==> src/rtl/axi_tlb_cfg_writer_if.sv <==
// Command, response and register-request signals of the axi_tlb configuration writer.
// The slave modport is the writer's own view; master is the surrounding host/regfile side.
interface axi_tlb_cfg_writer_if #(
    parameter int unsigned NumEntries   = 8,
    parameter int unsigned PageWidth    = 36,
    parameter int unsigned RegAddrWidth = 32
);
    localparam int unsigned IdxW = (NumEntries > 1) ? $clog2(NumEntries) : 1;

    logic                    cmd_valid_i;
    logic                    cmd_ready_o;
    logic                    cmd_op_i;
    logic [IdxW-1:0]         cmd_idx_i;
    logic [PageWidth-1:0]    cmd_first_i;
    logic [PageWidth-1:0]    cmd_last_i;
    logic [PageWidth-1:0]    cmd_base_i;
    logic                    cmd_valid_flag_i;
    logic                    cmd_ro_i;
    logic                    cmd_enable_i;

    logic                    rsp_valid_o;
    logic                    rsp_ready_i;
    logic                    rsp_error_o;
    logic                    busy_o;

    logic                    reg_valid_o;
    logic                    reg_write_o;
    logic [RegAddrWidth-1:0] reg_addr_o;
    logic [31:0]             reg_wdata_o;
    logic [3:0]              reg_wstrb_o;
    logic                    reg_ready_i;
    logic                    reg_error_i;
    logic [31:0]             reg_rdata_i;

    modport slave (
        input  cmd_valid_i, cmd_op_i, cmd_idx_i, cmd_first_i, cmd_last_i, cmd_base_i,
               cmd_valid_flag_i, cmd_ro_i, cmd_enable_i, rsp_ready_i,
               reg_ready_i, reg_error_i, reg_rdata_i,
        output cmd_ready_o, rsp_valid_o, rsp_error_o, busy_o,
               reg_valid_o, reg_write_o, reg_addr_o, reg_wdata_o, reg_wstrb_o
    );

    modport master (
        output cmd_valid_i, cmd_op_i, cmd_idx_i, cmd_first_i, cmd_last_i, cmd_base_i,
               cmd_valid_flag_i, cmd_ro_i, cmd_enable_i, rsp_ready_i,
               reg_ready_i, reg_error_i, reg_rdata_i,
        input  cmd_ready_o, rsp_valid_o, rsp_error_o, busy_o,
               reg_valid_o, reg_write_o, reg_addr_o, reg_wdata_o, reg_wstrb_o
    );
endinterface

==> src/rtl/axi_tlb_cfg_writer.sv <==
// Turns "write L1 entry" / "set enable" commands into ordered 32-bit register writes
// towards the axi_tlb configuration regfile, with one response per command.
module axi_tlb_cfg_writer #(
    parameter int unsigned             NumEntries   = 8,
    parameter int unsigned             PageWidth    = 36,
    parameter int unsigned             RegAddrWidth = 32,
    parameter logic [RegAddrWidth-1:0] EntryBase    = '0,
    parameter logic [RegAddrWidth-1:0] EnableAddr   = RegAddrWidth'('h100)
) (
    input logic                 clk_i,
    input logic                 rst_i,
    axi_tlb_cfg_writer_if.slave bus
);
    localparam int unsigned IdxW = (NumEntries > 1) ? $clog2(NumEntries) : 1;
    localparam logic [2:0]  LastEntryStep = 3'd7;

    typedef enum logic [1:0] {IDLE, WRITE, RESP} state_e;

    state_e               state_q, state_d;
    logic [2:0]           step_q, step_d;
    logic                 op_q, op_d;
    logic [IdxW-1:0]      idx_q, idx_d;
    logic [PageWidth-1:0] first_q, first_d;
    logic [PageWidth-1:0] last_q, last_d;
    logic [PageWidth-1:0] base_q, base_d;
    logic                 vflag_q, vflag_d;
    logic                 ro_q, ro_d;
    logic                 en_q, en_d;
    logic                 err_q, err_d;

    logic                    reg_valid_q, reg_valid_d;
    logic [RegAddrWidth-1:0] reg_addr_q, reg_addr_d;
    logic [31:0]             reg_wdata_q, reg_wdata_d;

    logic idx_bad;
    logic last_step;
    logic unused_rdata;

    // Indices that fit in IdxW bits but lie beyond NumEntries are rejected without traffic.
    if ((1 << IdxW) > NumEntries) begin : g_idx_chk
        assign idx_bad = 32'(bus.cmd_idx_i) >= NumEntries;
    end else begin : g_idx_all_valid
        assign idx_bad = 1'b0;
    end

    function automatic logic [31:0] hi_word(logic [PageWidth-1:0] page);
        logic [63:0] wide;
        wide = 64'(page);
        return wide[63:32];
    endfunction

    // Step 0 and step 7 both hit the flags word: invalidate first, publish last.
    function automatic logic [RegAddrWidth-1:0] step_addr(logic op, logic [IdxW-1:0] idx,
                                                          logic [2:0] step);
        logic [RegAddrWidth-1:0] off;
        if (op) return EnableAddr;
        case (step)
            3'd0, 3'd7: off = RegAddrWidth'(8'h18);
            default:    off = RegAddrWidth'({step - 3'd1, 2'b00});
        endcase
        return EntryBase + (RegAddrWidth'(idx) << 5) + off;
    endfunction

    function automatic logic [31:0] step_wdata(logic op, logic [2:0] step,
                                               logic [PageWidth-1:0] first,
                                               logic [PageWidth-1:0] last,
                                               logic [PageWidth-1:0] base,
                                               logic vflag, logic ro, logic en);
        if (op) return {31'b0, en};
        case (step)
            3'd1:    return first[31:0];
            3'd2:    return hi_word(first);
            3'd3:    return last[31:0];
            3'd4:    return hi_word(last);
            3'd5:    return base[31:0];
            3'd6:    return hi_word(base);
            3'd7:    return {30'b0, ro, vflag};
            default: return 32'h0;
        endcase
    endfunction

    assign last_step = op_q || (step_q == LastEntryStep);

    // NOTE: state registers use non-blocking assignments so every _q updates from the
    // pre-edge values; blocking here would create order-dependent simulation races.
    always_ff @(posedge clk_i) begin
        if (rst_i) begin
            state_q     <= IDLE;
            step_q      <= '0;
            op_q        <= 1'b0;
            idx_q       <= '0;
            first_q     <= '0;
            last_q      <= '0;
            base_q      <= '0;
            vflag_q     <= 1'b0;
            ro_q        <= 1'b0;
            en_q        <= 1'b0;
            err_q       <= 1'b0;
            reg_valid_q <= 1'b0;
            reg_addr_q  <= '0;
            reg_wdata_q <= '0;
        end else begin
            state_q     <= state_d;
            step_q      <= step_d;
            op_q        <= op_d;
            idx_q       <= idx_d;
            first_q     <= first_d;
            last_q      <= last_d;
            base_q      <= base_d;
            vflag_q     <= vflag_d;
            ro_q        <= ro_d;
            en_q        <= en_d;
            err_q       <= err_d;
            reg_valid_q <= reg_valid_d;
            reg_addr_q  <= reg_addr_d;
            reg_wdata_q <= reg_wdata_d;
        end
    end

    // NOTE: every _d gets its hold value first so no path through the case infers a latch.
    always_comb begin
        state_d     = state_q;
        step_d      = step_q;
        op_d        = op_q;
        idx_d       = idx_q;
        first_d     = first_q;
        last_d      = last_q;
        base_d      = base_q;
        vflag_d     = vflag_q;
        ro_d        = ro_q;
        en_d        = en_q;
        err_d       = err_q;
        reg_valid_d = reg_valid_q;
        reg_addr_d  = reg_addr_q;
        reg_wdata_d = reg_wdata_q;

        unique case (state_q)
            IDLE: begin
                if (bus.cmd_valid_i) begin
                    op_d    = bus.cmd_op_i;
                    idx_d   = bus.cmd_idx_i;
                    first_d = bus.cmd_first_i;
                    last_d  = bus.cmd_last_i;
                    base_d  = bus.cmd_base_i;
                    vflag_d = bus.cmd_valid_flag_i;
                    ro_d    = bus.cmd_ro_i;
                    en_d    = bus.cmd_enable_i;
                    step_d  = '0;
                    if (!bus.cmd_op_i && idx_bad) begin
                        state_d = RESP;
                        err_d   = 1'b1;
                    end else begin
                        state_d     = WRITE;
                        err_d       = 1'b0;
                        reg_valid_d = 1'b1;
                        reg_addr_d  = step_addr(bus.cmd_op_i, bus.cmd_idx_i, 3'd0);
                        reg_wdata_d = step_wdata(bus.cmd_op_i, 3'd0, bus.cmd_first_i,
                                                 bus.cmd_last_i, bus.cmd_base_i,
                                                 bus.cmd_valid_flag_i, bus.cmd_ro_i,
                                                 bus.cmd_enable_i);
                    end
                end
            end
            WRITE: begin
                if (reg_valid_q && bus.reg_ready_i) begin
                    if (bus.reg_error_i || last_step) begin
                        reg_valid_d = 1'b0;
                        state_d     = RESP;
                        err_d       = bus.reg_error_i;
                    end else begin
                        step_d      = step_q + 3'd1;
                        reg_addr_d  = step_addr(op_q, idx_q, step_q + 3'd1);
                        reg_wdata_d = step_wdata(op_q, step_q + 3'd1, first_q, last_q, base_q,
                                                 vflag_q, ro_q, en_q);
                    end
                end
            end
            RESP: begin
                if (bus.rsp_ready_i) state_d = IDLE;
            end
            default: state_d = IDLE;
        endcase
    end

    always_comb begin
        bus.cmd_ready_o = (state_q == IDLE);
        bus.busy_o      = (state_q != IDLE);
        bus.rsp_valid_o = (state_q == RESP);
        bus.rsp_error_o = (state_q == RESP) && err_q;
    end

    assign bus.reg_valid_o = reg_valid_q;
    assign bus.reg_write_o = 1'b1;
    assign bus.reg_addr_o  = reg_addr_q;
    assign bus.reg_wdata_o = reg_wdata_q;
    assign bus.reg_wstrb_o = 4'hF;
    assign unused_rdata    = ^bus.reg_rdata_i;
endmodule

==> src/flat_wrapper.sv <==
// flat-port wrapper written by rule: the top's interface ports become plain ports
module axi_tlb_cfg_writer_flat 
#(
    parameter int unsigned             NumEntries   = 8,
    parameter int unsigned             PageWidth    = 36,
    parameter int unsigned             RegAddrWidth = 32,
    parameter logic [RegAddrWidth-1:0] EntryBase    = '0,
    parameter logic [RegAddrWidth-1:0] EnableAddr   = RegAddrWidth'('h100)
)
  (clk_i, rst_i, bus_cmd_valid_i, bus_cmd_op_i, bus_cmd_idx_i, bus_cmd_first_i, bus_cmd_last_i, bus_cmd_base_i, bus_cmd_valid_flag_i, bus_cmd_ro_i, bus_cmd_enable_i, bus_rsp_ready_i, bus_reg_ready_i, bus_reg_error_i, bus_reg_rdata_i, bus_cmd_ready_o, bus_rsp_valid_o, bus_rsp_error_o, bus_busy_o, bus_reg_valid_o, bus_reg_write_o, bus_reg_addr_o, bus_reg_wdata_o, bus_reg_wstrb_o);
  axi_tlb_cfg_writer_if #(.NumEntries(NumEntries), .PageWidth(PageWidth), .RegAddrWidth(RegAddrWidth)) bus_i ();
  input logic clk_i;
  input logic rst_i;
  input wire logic [$bits(bus_i.cmd_valid_i)-1:0] bus_cmd_valid_i;
  input wire logic [$bits(bus_i.cmd_op_i)-1:0] bus_cmd_op_i;
  input wire logic [$bits(bus_i.cmd_idx_i)-1:0] bus_cmd_idx_i;
  input wire logic [$bits(bus_i.cmd_first_i)-1:0] bus_cmd_first_i;
  input wire logic [$bits(bus_i.cmd_last_i)-1:0] bus_cmd_last_i;
  input wire logic [$bits(bus_i.cmd_base_i)-1:0] bus_cmd_base_i;
  input wire logic [$bits(bus_i.cmd_valid_flag_i)-1:0] bus_cmd_valid_flag_i;
  input wire logic [$bits(bus_i.cmd_ro_i)-1:0] bus_cmd_ro_i;
  input wire logic [$bits(bus_i.cmd_enable_i)-1:0] bus_cmd_enable_i;
  input wire logic [$bits(bus_i.rsp_ready_i)-1:0] bus_rsp_ready_i;
  input wire logic [$bits(bus_i.reg_ready_i)-1:0] bus_reg_ready_i;
  input wire logic [$bits(bus_i.reg_error_i)-1:0] bus_reg_error_i;
  input wire logic [$bits(bus_i.reg_rdata_i)-1:0] bus_reg_rdata_i;
  output wire logic [$bits(bus_i.cmd_ready_o)-1:0] bus_cmd_ready_o;
  output wire logic [$bits(bus_i.rsp_valid_o)-1:0] bus_rsp_valid_o;
  output wire logic [$bits(bus_i.rsp_error_o)-1:0] bus_rsp_error_o;
  output wire logic [$bits(bus_i.busy_o)-1:0] bus_busy_o;
  output wire logic [$bits(bus_i.reg_valid_o)-1:0] bus_reg_valid_o;
  output wire logic [$bits(bus_i.reg_write_o)-1:0] bus_reg_write_o;
  output wire logic [$bits(bus_i.reg_addr_o)-1:0] bus_reg_addr_o;
  output wire logic [$bits(bus_i.reg_wdata_o)-1:0] bus_reg_wdata_o;
  output wire logic [$bits(bus_i.reg_wstrb_o)-1:0] bus_reg_wstrb_o;
  assign bus_i.cmd_valid_i = bus_cmd_valid_i;
  assign bus_i.cmd_op_i = bus_cmd_op_i;
  assign bus_i.cmd_idx_i = bus_cmd_idx_i;
  assign bus_i.cmd_first_i = bus_cmd_first_i;
  assign bus_i.cmd_last_i = bus_cmd_last_i;
  assign bus_i.cmd_base_i = bus_cmd_base_i;
  assign bus_i.cmd_valid_flag_i = bus_cmd_valid_flag_i;
  assign bus_i.cmd_ro_i = bus_cmd_ro_i;
  assign bus_i.cmd_enable_i = bus_cmd_enable_i;
  assign bus_i.rsp_ready_i = bus_rsp_ready_i;
  assign bus_i.reg_ready_i = bus_reg_ready_i;
  assign bus_i.reg_error_i = bus_reg_error_i;
  assign bus_i.reg_rdata_i = bus_reg_rdata_i;
  assign bus_cmd_ready_o = bus_i.cmd_ready_o;
  assign bus_rsp_valid_o = bus_i.rsp_valid_o;
  assign bus_rsp_error_o = bus_i.rsp_error_o;
  assign bus_busy_o = bus_i.busy_o;
  assign bus_reg_valid_o = bus_i.reg_valid_o;
  assign bus_reg_write_o = bus_i.reg_write_o;
  assign bus_reg_addr_o = bus_i.reg_addr_o;
  assign bus_reg_wdata_o = bus_i.reg_wdata_o;
  assign bus_reg_wstrb_o = bus_i.reg_wstrb_o;
  axi_tlb_cfg_writer #(.NumEntries(NumEntries), .PageWidth(PageWidth), .RegAddrWidth(RegAddrWidth), .EntryBase(EntryBase), .EnableAddr(EnableAddr)) u_core (.clk_i(clk_i), .rst_i(rst_i), .bus(bus_i));
endmodule
==> config.mk <==
export PLATFORM = sky130hd
export DESIGN_NAME = axi_tlb_cfg_writer_flat
export DESIGN_NICKNAME = d
export VERILOG_FILES = /design/src/rtl/axi_tlb_cfg_writer_if.sv /design/src/rtl/axi_tlb_cfg_writer.sv /design/src/flat_wrapper.sv
export SDC_FILE = /design/constraint.sdc
export NUM_CORES = 1
export LEC_CHECK = 0
export CAP_MARGIN = 20
export CORE_UTILIZATION = 42
export CTS_CLUSTER_SIZE = 30
export DETAILED_ROUTE_END_ITERATION = 10
export PLACE_DENSITY = 0.79
export SLEW_MARGIN = 10
export SYNTH_ARGS = -nofsm -noshare
export SYNTH_HDL_FRONTEND = slang
export SYNTH_SLANG_ARGS = --single-unit
==> constraint.sdc <==
create_clock -name clk_i -period 1.95 [get_ports clk_i]
set_input_delay 0.585 -clock clk_i [delete_from_list [all_inputs] [get_ports clk_i]]
set_output_delay 0.585 -clock clk_i [all_outputs]
set_load 0.02 [all_outputs]
==> flow_summary.yaml <==
critical_path:
  critical_path.top_delay_family: "simple AND/OR/NAND/NOR gates"
  arrival_ps: 2310
  crit_path_max_incr_delay_ps: 350
  crit_path_end_kind: "register"
  cp_max_fanout: 8
  slowest_stage: "sky130_fd_sc_hd__or3_4"
  worstPathCellList: "ha_4, buf_6, ha_4, or3_4, nor4_4, buf_6, buf_12, a22oi_2, nor2_2"
  worstSetupStartpointType: "register"
  r2r-end: "u_core.bus.reg_wdata_o[8]"
  critical_path_class: "register to register"
  critical_path_required_time_ps: 2310
  ff2ff_setup_slack_ps: 6
  worstRegToRegCells: 9
  regToRegStartpoint: "u_core.step_q[1]"
  timing.critical_path.buf_inv: 3
timing:
  finalSetupViolCount: 0
  worst_clock_skew_ps: 13.8
  final-hold-violation-count: 0
  final_max_slew_viol_count: 0
  final.min_clock_period_ps: 1940
  timing.fmax_ghz: 0.514
  rsz0062_at_grt: "yes"
  period_share: 0.997
  hold_ws_ps: 455
clocking:
  clk_root_buffer_cell: "sky130_fd_sc_hd__clkbuf_16"
  worst_skew_pair.late_latency_ps: 420
  cts.htree.levels: 4
  cts-hold-fix-buffers: 0
  worst_setup_hold_path_clk_slew_ps: 60
  cts_buffers: 17
  cts.sinks: 161
  tritoncts: "built"
  ctsLongestPathBuffers: 2
drt:
  vias: 6296
  viasPerCell: 5.11
  antenna_violating_nets_post_route: 0
  drc_errors: 0
  drt-initial-drc-count: 485
  wirelength_um: 18700
  post_drt_wl_per_cell_um: 15.2
  detail_route.first_pass.iterations: 5
power:
  largest_vdd_supply_drop_v: 0.000587
  power_per_cell_area_nw_per_um2: 811
  power.static_leakage_nw: 3.79
place:
  portBuffers: 164
  place.detailed.instances: 1195
  dpl.hpwl_um: 12500
  finalWeightedCongestion: 0.817
global_route:
  grt_pass1_wl_um: 29800
  grt_antenna_before_repair: 0
  grt_use_total: 0.216
  pin_count_of_the_biggest_net_entering_global_routing: 55
  vias_in_the_first_global_route: 5795
  grt_remaining_overflow: 0
hold_path:
  hold-path-cell-count: 2
  worst_hold_endpoint: "u_core.base_q[24]"
  min-delay-path-class: "register to register"
  timing.hold.worst.start: "u_core.base_q[24]"
synthesis:
  xor_xnor_fraction_of_synth_area: 0
  syn-mean-instance-area_sq_um: 8.53
  ys_types: 46
  number_of_warning_messages_in_the_yosys_log: 0
  synth_fa_ha_area_frac: 0.0124
  synth.yosys.seq_area_share: 0.456
  synth-compound-area-share: 0.232
  async_reset_ff_frac: 0
  synth_edf_count: 0
  ys_ff_latch: 161
  synth-simple-area-share: 0.190
  syn_area_sq_um: 7070
  post_synth_mux_area_share: 0.0108
  netlist_instances: 829
  synth_top_flop_cell: "sky130_fd_sc_hd__dfxtp_1"
  combinational_family_with_the_most_area_after_synthesis: "compound AO/OA/AOI/OAI gates"
floorplanning:
  die-height_um: 132
  dieArea_sq_um: 17400
  ioPinCount: 227
  floorplan.rows: 47
  effective_utilization_at_floorplan: 0.428
  placeableCoreArea_sq_um: 16500
  die_width_um: 132
layout:
  layout_commonest_cell: "sky130_fd_sc_hd__nand2_1"
  nNetsFinal: 1158
  syn_to_final_growth_pct: 37.3
  antenna_cells_inserted: 0
  layout_cell_share_with_drive_strength_beyond_1: 0.173
  stdcell_count: 1231
  post-route-util: 0.588
  commonest_cells_after_routing_fill_and_taps_aside: "245 x sky130_fd_sc_hd__nand2_1, 159 x sky130_fd_sc_hd__dfxtp_1, 126 x sky130_fd_sc_hd__a21oi_1"
status:
  status: "finished, final reports clean"
job:
  max_cap_violations: 0
## worst min-delay path, delay by kind of cell, from the launching register on
family / cells / cell delay, ps
flip-flops: 1 / 310
AO/OA/AOI/OAI: 1 / 50
AND/OR/NAND/NOR: 1 / 50
## per-layer routing
layer | part of all wire | global-route usage | vias to the layer above
met4 | 0.014 | 0.0691 | 0
met3 | 0.058 | 0.0515 | 22
met5 | 0 | 0 | -
li1 | - | - | 3110
met2 | 0.47 | 0.346 | 215
met1 | 0.46 | 0.288 | 2949
## kinds of logic after synthesis
logic type      Yosys count
flops                   161
buf+inv                 104
simple gates            313
mux                       7
fa+ha+maj                 7
compound gates          235
other cells               2
## how the worst max path moves through the flow
stage,end,from,depth (start not counted),slack (ps)
4_1_cts,bus_reg_addr_o[3],u_core.bus.reg_addr_o[3],1,2
3_3_place_gp,u_core.bus.reg_wdata_o[19],bus_reg_error_i,7,-260
6_report,u_core.bus.reg_wdata_o[8],u_core.step_q[1],9,6
5_1_grt,u_core.bus.reg_wdata_o[8],u_core.step_q[0],10,-70
2_1_floorplan,u_core.bus.reg_addr_o[4],u_core.step_q[0],10,4
3_5_place_dp,u_core.bus.reg_wdata_o[20],bus_reg_error_i,7,-280
## power by group
part / total [W] / internal, W / switching, W
Clock: 0.00325 / 0.00191 / 0.00134
Combinational: 0.00108 / 0.000512 / 0.000565
Sequential: 0.00355 / 0.00346 / 0.0000913
## synthesized netlist by cell type, types with 2 or more instances
library cell                    number  area, sq um
sky130_fd_sc_hd__a21oi_1           127          636
sky130_fd_sc_hd__a221o_1             2         20.0
sky130_fd_sc_hd__a22oi_1            32          240
sky130_fd_sc_hd__a22oi_2            30          375
sky130_fd_sc_hd__a311oi_1            3         26.3
sky130_fd_sc_hd__a32o_1              2         20.0
sky130_fd_sc_hd__a32oi_1             3         26.3
sky130_fd_sc_hd__buf_1               2         7.51
sky130_fd_sc_hd__buf_2              13         65.1
sky130_fd_sc_hd__buf_4              30          225
sky130_fd_sc_hd__buf_6               7         78.8
sky130_fd_sc_hd__clkbuf_1           32          120
sky130_fd_sc_hd__clkbuf_8            9          124
sky130_fd_sc_hd__conb_1              2         7.51
sky130_fd_sc_hd__dfxtp_1           161         3220
sky130_fd_sc_hd__dlygate4sd1_1       4         35.0
sky130_fd_sc_hd__ha_1                7         87.6
sky130_fd_sc_hd__inv_1               6         22.5
sky130_fd_sc_hd__mux2_2              5         56.3
sky130_fd_sc_hd__mux2i_1             2         20.0
sky130_fd_sc_hd__nand2_1           245          920
sky130_fd_sc_hd__nand3_1             2         10.0
sky130_fd_sc_hd__nor2_1             11         41.3
sky130_fd_sc_hd__nor2_2             30          188
sky130_fd_sc_hd__nor2b_1             3         18.8
sky130_fd_sc_hd__nor3_1              5         25.0
sky130_fd_sc_hd__nor3b_1             4         30.0
sky130_fd_sc_hd__o21ai_0             4         20.0
sky130_fd_sc_hd__o2bb2ai_1          28          245
sky130_fd_sc_hd__or3_1               2         12.5
## through the flow
| step | worst slack (ps) | cell area [sq um] | setup TNS (ps) | power (W) |
|---|---|---|---|---|
| after global routing | -70.0 | 9710 | -983 | 0.00819 |
| after global placement | -258 | 9020 | -23540 | 0.00468 |
| final | 6.29 | 9710 | 0 | 0.00788 |
| after CTS | 1.64 | 9680 | 0 | 0.00793 |
| after floorplan | 3.92 | 7190 | 0 | 0.00423 |
| after detailed placement | -282 | 9020 | -25140 | 0.00469 |
## registers in the layout, summed over array words and instances (netlist names)
name	count
u_core.base_q	36
u_core.bus.reg_addr_o	7
u_core.bus.reg_valid_o	1
u_core.bus.reg_wdata_o	32
u_core.en_q	1
u_core.err_q	1
u_core.first_q	36
u_core.idx_q	3
u_core.last_q	36
u_core.op_q	1
u_core.ro_q	1
u_core.state_q	2
u_core.step_q	3
u_core.vflag_q	1
## timing repair
| item | in CTS | in global routing |
|---|---|---|
| setup endpoints to repair | 83 | 43 |
| endpoints found under the hold margin | 0 | 0 |
| buffers inserted | 2 | 1 |
| cloned | 2 | 0 |
| resized for setup | 62 | 14 |
| pin swaps | 3 | 7 |
## area by class of cell
| class | instances | area (sq um) |
|---|---|---|
| clock inverters | 10 | 103 |
| fillers | 1426 | 6810 |
| multi-input cells | 592 | 3350 |
| well taps | 220 | 275 |
| flip-flops and latches | 161 | 3230 |
| clock buffers | 22 | 484 |
| repair buffers | 220 | 2250 |
| inverters | 6 | 22.5 |
No activity file was read; power rests on OpenSTA's default activity.
